===== src/rtl/wb_buffer_pkg.sv =====
// Shared register-file constants and the write-buffer entry type.
// Imported by the write buffer, its forwarding matcher and its interface.
package wb_buffer_pkg;

    localparam int REG_ADDR_W = 5;
    localparam int DATA_W     = 32;
    localparam int WB_DEPTH   = 4;

    typedef struct packed {
        logic [REG_ADDR_W-1:0] addr;
        logic [DATA_W-1:0]     data;
    } wb_entry_t;

endpackage


===== src/rtl/wb_buffer_if.sv =====
// Producer, register-file write port and read-forwarding signals of the write buffer.
// The slave modport is the buffer itself; master is everything around it.
interface wb_buffer_if
    import wb_buffer_pkg::*;
();

    logic                  inValid;
    logic                  inReady;
    logic [REG_ADDR_W-1:0] inAddr;
    logic [DATA_W-1:0]     inData;

    logic                  wrEn;
    logic [REG_ADDR_W-1:0] wrAddr;
    logic [DATA_W-1:0]     wrData;

    logic [REG_ADDR_W-1:0] rdAddr1;
    logic [REG_ADDR_W-1:0] rdAddr2;
    logic [DATA_W-1:0]     rdData1In;
    logic [DATA_W-1:0]     rdData2In;
    logic [DATA_W-1:0]     rdData1;
    logic [DATA_W-1:0]     rdData2;

    modport slave (
        input  inValid, inAddr, inData,
        input  rdAddr1, rdAddr2, rdData1In, rdData2In,
        output inReady, wrEn, wrAddr, wrData,
        output rdData1, rdData2
    );

    modport master (
        output inValid, inAddr, inData,
        output rdAddr1, rdAddr2, rdData1In, rdData2In,
        input  inReady, wrEn, wrAddr, wrData,
        input  rdData1, rdData2
    );

endinterface


===== src/rtl/wb_fwd_match.sv =====
// Finds the youngest pending write-buffer entry whose address matches rd_addr.
// Entries are scanned oldest to youngest so the last hit wins.
module wb_fwd_match
    import wb_buffer_pkg::*;
#(
    parameter  int DEPTH = WB_DEPTH,
    localparam int PTR_W = $clog2(DEPTH),
    localparam int CNT_W = PTR_W + 1
) (
    input  wb_entry_t [DEPTH-1:0]  entries,
    input  logic [PTR_W-1:0]       head,
    input  logic [CNT_W-1:0]       count,
    input  logic [REG_ADDR_W-1:0]  rd_addr,
    output logic                   hit,
    output logic [DATA_W-1:0]      data
);

    logic [PTR_W-1:0] idx;

    always_comb begin
        hit  = 1'b0;
        data = '0;
        idx  = '0;
        for (int i = 0; i < DEPTH; i++) begin
            idx = head + PTR_W'(i);
            if ((CNT_W'(i) < count) && (entries[idx].addr == rd_addr)) begin
                hit  = 1'b1;
                data = entries[idx].data;
            end
        end
    end

endmodule


===== src/rtl/wb_buffer.sv =====
// Register-file write buffer: circular FIFO of pending writes that drains one
// entry per cycle and forwards the youngest pending value to both read ports.
module wb_buffer
    import wb_buffer_pkg::*;
#(
    parameter int DEPTH = WB_DEPTH
) (
    input  logic                   clk,
    input  logic                   rst,
    wb_buffer_if.slave             bus,
    output logic [$clog2(DEPTH):0] count,
    output logic                   full,
    output logic                   empty
);

    localparam int PTR_W = $clog2(DEPTH);
    localparam int CNT_W = PTR_W + 1;

    wb_entry_t [DEPTH-1:0] mem;
    logic [PTR_W-1:0]      head;
    logic [PTR_W-1:0]      tail;
    logic                  push;
    logic                  pop;
    logic                  hit1;
    logic                  hit2;
    logic [DATA_W-1:0]     fwd1;
    logic [DATA_W-1:0]     fwd2;

    assign full  = (count == CNT_W'(DEPTH));
    assign empty = (count == '0);

    // Writes to x0 are accepted on the handshake but never stored.
    assign bus.inReady = !full;
    assign push        = bus.inValid && !full && (bus.inAddr != '0);
    assign pop         = !empty;

    assign bus.wrEn   = !empty;
    assign bus.wrAddr = mem[head].addr;
    assign bus.wrData = mem[head].data;

    // Storage is data only; an empty buffer masks whatever it holds.
    always_ff @(posedge clk) begin
        if (push) begin
            mem[tail] <= '{addr: bus.inAddr, data: bus.inData};
        end
    end

    always_ff @(posedge clk or negedge rst) begin
        if (!rst) begin
            head  <= '0;
            tail  <= '0;
            count <= '0;
        end else begin
            if (push) tail <= tail + PTR_W'(1);
            if (pop)  head <= head + PTR_W'(1);
            count <= count + CNT_W'(push) - CNT_W'(pop);
        end
    end

    wb_fwd_match #(.DEPTH(DEPTH)) u_fwd1 (
        .entries (mem),
        .head    (head),
        .count   (count),
        .rd_addr (bus.rdAddr1),
        .hit     (hit1),
        .data    (fwd1)
    );

    wb_fwd_match #(.DEPTH(DEPTH)) u_fwd2 (
        .entries (mem),
        .head    (head),
        .count   (count),
        .rd_addr (bus.rdAddr2),
        .hit     (hit2),
        .data    (fwd2)
    );

    always_comb begin
        bus.rdData1 = bus.rdData1In;
        bus.rdData2 = bus.rdData2In;
        if (bus.rdAddr1 == '0)  bus.rdData1 = '0;
        else if (hit1)          bus.rdData1 = fwd1;
        if (bus.rdAddr2 == '0)  bus.rdData2 = '0;
        else if (hit2)          bus.rdData2 = fwd2;
    end

endmodule


===== src/flat_wrapper.sv =====
// flat-port wrapper written by rule: the top's interface ports become plain ports
module wb_buffer_flat import wb_buffer_pkg::*;
#(
    parameter int DEPTH = WB_DEPTH
)
  (clk, rst, count, full, empty, bus_inValid, bus_inAddr, bus_inData, bus_rdAddr1, bus_rdAddr2, bus_rdData1In, bus_rdData2In, bus_inReady, bus_wrEn, bus_wrAddr, bus_wrData, bus_rdData1, bus_rdData2);
  wb_buffer_if bus_i ();
  input  logic clk;
  input  logic rst;
  output logic [$clog2(DEPTH):0] count;
  output logic full;
  output logic empty;
  input wire logic [$bits(bus_i.inValid)-1:0] bus_inValid;
  input wire logic [$bits(bus_i.inAddr)-1:0] bus_inAddr;
  input wire logic [$bits(bus_i.inData)-1:0] bus_inData;
  input wire logic [$bits(bus_i.rdAddr1)-1:0] bus_rdAddr1;
  input wire logic [$bits(bus_i.rdAddr2)-1:0] bus_rdAddr2;
  input wire logic [$bits(bus_i.rdData1In)-1:0] bus_rdData1In;
  input wire logic [$bits(bus_i.rdData2In)-1:0] bus_rdData2In;
  output wire logic [$bits(bus_i.inReady)-1:0] bus_inReady;
  output wire logic [$bits(bus_i.wrEn)-1:0] bus_wrEn;
  output wire logic [$bits(bus_i.wrAddr)-1:0] bus_wrAddr;
  output wire logic [$bits(bus_i.wrData)-1:0] bus_wrData;
  output wire logic [$bits(bus_i.rdData1)-1:0] bus_rdData1;
  output wire logic [$bits(bus_i.rdData2)-1:0] bus_rdData2;
  assign bus_i.inValid = bus_inValid;
  assign bus_i.inAddr = bus_inAddr;
  assign bus_i.inData = bus_inData;
  assign bus_i.rdAddr1 = bus_rdAddr1;
  assign bus_i.rdAddr2 = bus_rdAddr2;
  assign bus_i.rdData1In = bus_rdData1In;
  assign bus_i.rdData2In = bus_rdData2In;
  assign bus_inReady = bus_i.inReady;
  assign bus_wrEn = bus_i.wrEn;
  assign bus_wrAddr = bus_i.wrAddr;
  assign bus_wrData = bus_i.wrData;
  assign bus_rdData1 = bus_i.rdData1;
  assign bus_rdData2 = bus_i.rdData2;
  wb_buffer #(.DEPTH(DEPTH)) u_core (.clk(clk), .rst(rst), .bus(bus_i), .count(count), .full(full), .empty(empty));
endmodule

===== config.mk =====
export PLATFORM = sky130hd
export DESIGN_NAME = wb_buffer_flat
export DESIGN_NICKNAME = d
export VERILOG_FILES = /design/src/rtl/wb_buffer_pkg.sv /design/src/rtl/wb_buffer_if.sv /design/src/rtl/wb_fwd_match.sv /design/src/rtl/wb_buffer.sv /design/src/flat_wrapper.sv
export SDC_FILE = /design/constraint.sdc
export NUM_CORES = 1
export LEC_CHECK = 0
export ABC_AREA = 1
export CAP_MARGIN = 20
export CORE_MARGIN = 5
export CORE_UTILIZATION = 30
export CTS_BUF_LIST = sky130_fd_sc_hd__clkbuf_2 sky130_fd_sc_hd__clkbuf_4 sky130_fd_sc_hd__clkbuf_8
export DETAILED_ROUTE_END_ITERATION = 12
export HOLD_SLACK_MARGIN = 0.03
export PLACE_DENSITY = 0.48
export REMOVE_ABC_BUFFERS = 1
export SYNTH_ARGS = -nofsm -noshare
export SYNTH_HDL_FRONTEND = slang
export SYNTH_SLANG_ARGS = --single-unit
export TNS_END_PERCENT = 50

===== constraint.sdc =====
create_clock -name clk -period 7.6 [get_ports clk]
set_input_delay 1.9 -clock clk [delete_from_list [all_inputs] [get_ports clk]]
set_output_delay 1.9 -clock clk [all_outputs]
set_load 0.03 [all_outputs]

# [After elaboration in Yosys (flattened, before gate mapping)]
# Index checks and enable logic that the tools add are counted.
[word_totals] out_inout_bits=108 register_bits=155
[classes] eq_ne=9 n_mux=31 reduce_logical=17 n_lt_le_gt_ge=10 add_sub_neg=6
[ops] operator="two-way mux 32 bit" count=12
[ops] operator="binary-select mux 37 bit (select 2 bit)" count=4
[ops] operator="two-way mux 37 bit" count=5
[ops] operator="bitwise mux 148 bit" count=1
[ops] operator="demux 37 bit (select 2 bit)" count=1
[ops] operator="== test 5 bit" count=8
[ops] operator="< comparator 2 x 3 -> 1 bit, second input constant" count=5
[ops] operator="logical AND 1 bit" count=11
[ops] operator="zero test 5 bit" count=2
[ops] operator="two-way mux 1 bit" count=8
[ops] operator="< comparator 1 x 3 -> 1 bit, first input constant" count=2
[ops] operator="< comparator 2 x 3 -> 1 bit, first input constant" count=2
[ops] operator="nonzero test 5 bit" count=1
[ops] operator="adder 2 x 1 -> 2 bit, second input constant" count=2
[ops] operator="adder 2 bit, second input constant" count=2
[ops] operator="adder 3 x 1 -> 3 bit" count=1
[ops] operator="== test 3 bit, second input constant" count=1
[ops] operator="zero test 3 bit" count=1
[ops] operator="subtractor 3 x 1 -> 3 bit" count=1
[ops] operator="greater-or-equal comparator 2 x 1 -> 1 bit, second input constant" count=1
[ops] operator="zero test 1 bit" count=2

# [Longest topological paths before layout]
[logic_depth] depth_word=10 ltp_mapped=17 ltp_nobuf=14

# [By module]
# A second synthesis with hierarchy kept.
[unflattened] cells_unflattened=2793 hier_area_um2=17291.6
[modules_own_cells] module="wb_fwd_match" cells_each=1018 n_inst=2 area_per_inst_um2=4964.8
[modules_own_cells] module="wb_buffer" cells_each=757 n_inst=1 area_per_inst_um2=7362.1

# [Worst setup path before layout]
# Ideal clock, no wire load.
[synth_timing] path_type="input-to-output" start="input port bus_rdAddr2[1]" end="output port bus_rdData2[10]" t_arrival_ns=3.518 n_path_buf=2 stages=11 t_required_ns=5.700 slack_ns=2.182 cell_sequence="clkbuf_1 -> nand3b_1 -> nand2_1 -> a21oi_1 -> nand3_2 -> nand2_2 -> nor2_8 -> buf_6 -> nand2_1 -> nand2_1 -> a21oi_1"
[synth_between] elab_chain_cells=8 word_cells_on_any_way=19 cone_classes="4 x eq/ne; 10 x mux; 5 x reduce/logical"
[synth_rtl] element="start: declaration" line="flat_wrapper.sv:17" text="input wire logic [$bits(bus_i.rdAddr2)-1:0] bus_rdAddr2;"
[synth_rtl] element="== test 5 bit" line="wb_fwd_match.sv:26" text="if ((CNT_W'(i) < count) && (entries[idx].addr == rd_addr)) begin"
[synth_rtl] element="logical AND 1 bit" line="wb_fwd_match.sv:26"
[synth_rtl] element="two-way mux 32 bit / two-way mux 1 bit (equally long branches) (4 in series)" line="wb_fwd_match.sv:26"
[synth_rtl] element="two-way mux 32 bit" line="wb_buffer.sv:84" text="else if (hit2) bus.rdData2 = fwd2;"
[synth_rtl] element="two-way mux 32 bit (*)" line="wb_buffer.sv:83" text="if (bus.rdAddr2 == '0) bus.rdData2 = '0;"
[synth_rtl] element="end: declaration" line="flat_wrapper.sv:25" text="output wire logic [$bits(bus_i.rdData2)-1:0] bus_rdData2;"
# Mark *: on every way between the ends. The rest lies on a longest branch, timed or not.

# [Final worst setup path]
[layout_timing] start="input port bus_rdAddr2[3]" end="output port bus_rdData2[27]"
# Same word-level chain as after synthesis.

==> summary.md <==
| Metric | Value |
|---|---|
| Part of the cycle the worst path needs | 87.7% |
| Fraction of registers with async set/reset | roughly 4.5% |
| DPL Wire Length | 32700 um |
| Tmin final | about 6700 ps |
| Setup crit end kind | primary output |
| Initial DRC Count | 982 |
| Crit Path Max Fanout | 19 |
| Combinational share of power | 74.6% |
| Clk buf depth | 2 |
| Core area | 43200 um^2 |
| Chip height | 219 um |
| Critical Path Max Stage Delay | 600 ps |
| Post-DRT Antenna Nets | 0 |
| Slowest cell on crit path | clkdlybuf4s50_1 |
| Pint | 3250 uW |
| Delay-heaviest family, CP | buffers and inverters |
| Synth unique cells | 34 |
| Hold_buf cts | 0 |
| WS Path Type | in -> out |
| Cell Chain, Critical Path | clkdlybuf4s50_1, inv_1, nand3_1, nand2_1, nor2_1, nand3_1, clkinv_1, buf_4, nand3_1, nand2_1, nand2_1, a21oi_1, buf_4 |
| Number of max-cap violations | 0 |
| Ys Warns | 0 |
| Mapped Area | 13100 um^2 |
| Clock power share | 9.0% |
| CP Buf/Inv Count | 5 |
| # setup viols final | 0 |
| Clock sinks | 155 |
| Post-synth EDFFs | roughly 150 |
| DRT Pass-1 Iters | 6 |
| Status | complete, no violations |
| Slew headroom | 41.2% |
| Seq/Total Area, Yosys | 35.2% |
| GP Congestion | 0.832 |
| Post-Syn Instances | 2082 |
| Cell Count, Final, Fillers Out | about 2800 |
| I/O Pins | 222 |
| VDD IR max | 0.214 mV |
| Fin area | 16000 um^2 |
| Initial Util | 30.4% |
| Avg Vias per Cell | 4.73 |
| Placed insts | roughly 2800 |
| Leading cell type in the layout, fill and taps excluded | nand2_1 |
| Sequential share of power | 16.4% |
| P_sw | 4400 uW |
| Final setup margin | 937 ps |
| Worst Max-Slew Pin Slew | between 800 and 900 ps |
| Vias in the first global route | roughly 13000 |
| Num CTS Buffers | 17 |
| Net Sw Frac | 57.5% |
| Area contributors post-synth | edfxtp_1, nand2_1, nor2_1 |
| WP data required | around 5700 ps |
| Worst hold stages | 2 |
| Root Driver | clkbuf_8 |
| Synthesis-stage register bit count | around 160 |
| DR vias | 13328 |
| Setup slack at placement | 946 ps |
| FP Rows | 76 |
| Wire length per cell | 17.0 um |
| CTS tree | yes |
| Layout cells sized above 1 | roughly 8% |
| Final Util | 37.0% |
| P_leak | 0.00761 uW |
| Synth area leader | edfxtp_1 |
| Worst R2R Path Depth | 6 |
| Setup Fix Bufs, Post-CTS | 0 |
| RSZ-0062 raised after global routing | false |
| Total track usage | 19.7% |
| Post-placement cell area | approximately 16000 um^2 |
| First-pass GRT wire length | 73000 um |
| Total power | 7650 uW |
| Resized Gates After CTS | 0 |
| PD cells | 479 nW/um^2 |
| Largest net degree at the start of global routing | 72 |
| Yosys top cell area share | 33.9% |
| Hold Crit Class | reg -> reg |
| Crit path depth | 13 |
| DIE AREA | about 48000 um^2 |
| Chip Width | 219 um |
| CP startpoint kind | input port |
| Most frequent cells in the layout | nand2_1, nor2_1, inv_1, o21ai_0, clkdlybuf4s50_1 |
| Layout area overhead | 21.8% |
| Worst Skew | 10.1 ps |
| Fmax | about 0.15 GHz |
| Average cell area after synthesis | 6.30 um^2 |
| CP arrival | 4760 ps |
| Clk slew on worst S/H paths | 80 ps |
| Routed WL | 48000 um |
| Pins over their slew limit | 0 |
| H-tree Lvls | 4 |
| Top_reg_cell synth | edfxtp_1 |
| Setup slack, reg-to-reg | between 4000 and 5000 ps |
| Remaining DRCs | 0 |
| # port buffers | 221 |
| Final net count | 2343 |
| Initial antenna violation count | 4 |
| Fin. Hold Viols | 0 |
| Skew-Pair Late Insertion Delay | around 480 ps |
| Total gr overflow | 0 |
Yosys cell counts (9+ instances only):
cell,n
a21oi_1,73
a21oi_2,28
buf_2,39
buf_4,9
buf_6,13
clkbuf_1,61
edfxtp_1,148
inv_1,257
nand2_1,660
nand3_1,111
nor2_1,342
o21a_1,32
o21ai_0,204
o21ai_1,31
xor2_1,11
flip-flops by register name, indices dropped and copies added (netlist names):
name and cells:
u_core.tail 2, u_core.head 2, u_core.mem 148, u_core.count 3
kinds of logic (layout without fill, tap and decap cells):
kind of cell | after synthesis | count (layout) | synth area share (%)
xor gates and xnor gates | 11 | 11 | 0.735
other | 0 | 1 | 0
and+or+nand+nor | 1146 | 1146 | 35.0
AOI/OAI and AO/OA | 368 | 368 | 15.5
buffers and inverters | 393 | 544 | 12.7
DFF | 155 | 155 | 35.2
adders and majority gates | 9 | 9 | 0.916
area by class of cell:
cell class,count,area (um^2)
inverters,263,992
diodes,1,2.50
repair buffers,249,2300
well taps,585,732
fillers,4629,27200
flip-flops and latches,155,4630
clock buffers,19,249
multi-input cells,1534,6900
clock inverters,13,174
power by group through the flow:
| stage | registers [uW] | logic, uW | clock network, uW |
|---|---|---|---|
| 3_5_place_dp | 1280 | 5720 | 0 |
| 5_1_grt | 1280 | 6310 | 738 |
| 2_1_floorplan | 1330 | 3600 | 0 |
| 6_report | 1260 | 5700 | 689 |
| 3_3_place_gp | 1270 | 5710 | 0 |
| 4_1_cts | 1260 | 5750 | 702 |
routing by layer:
metal / up-vias / wire length [um] / track usage, % / part of all wire, %
li1: 6826 / - / - / -
met1: 6045 / 21300 / 25.5 / 44
met2: 389 / 22600 / 33.7 / 47
met3: 62 / 3160 / 4.26 / 6.6
met4: 6 / 906 / 5.11 / 1.9
met5: - / 35 / 0 / 0.073
path summary, 6_finish.rpt:
kind / start / end
max in group asynchronous: rst / u_core.head[1]$_DFFE_PN0N_
min reg2reg: u_core.tail[0]$_DFFE_PN0P_ / u_core.tail[0]$_DFFE_PN0P_
min in group asynchronous: rst / u_core.tail[1]$_DFFE_PN0P_
max reg2reg: u_core.count[2]$_DFF_PN0_ / u_core.mem[114]$_DFFE_PP_
max: bus_rdAddr2[3] / bus_rdData2[27]
min: u_core.tail[0]$_DFFE_PN0P_ / u_core.tail[0]$_DFFE_PN0P_
through the flow:
step                      setup TNS, ps  hold WS, ps
after floorplan                  -38720          580
after global placement                0          623
after detailed placement              0          640
after CTS                             0          656
after global routing                  0          673
final                                 0          641
worst reg2reg max path: stages, from the launching register on:
cell     delay, ps
dfrtp_1        450
inv_1          130
nor3_1          70
inv_1           80
nand3_1        370
nor2_4         810
buf_4          470
Note: power is estimated with default switching activity, not from simulation.
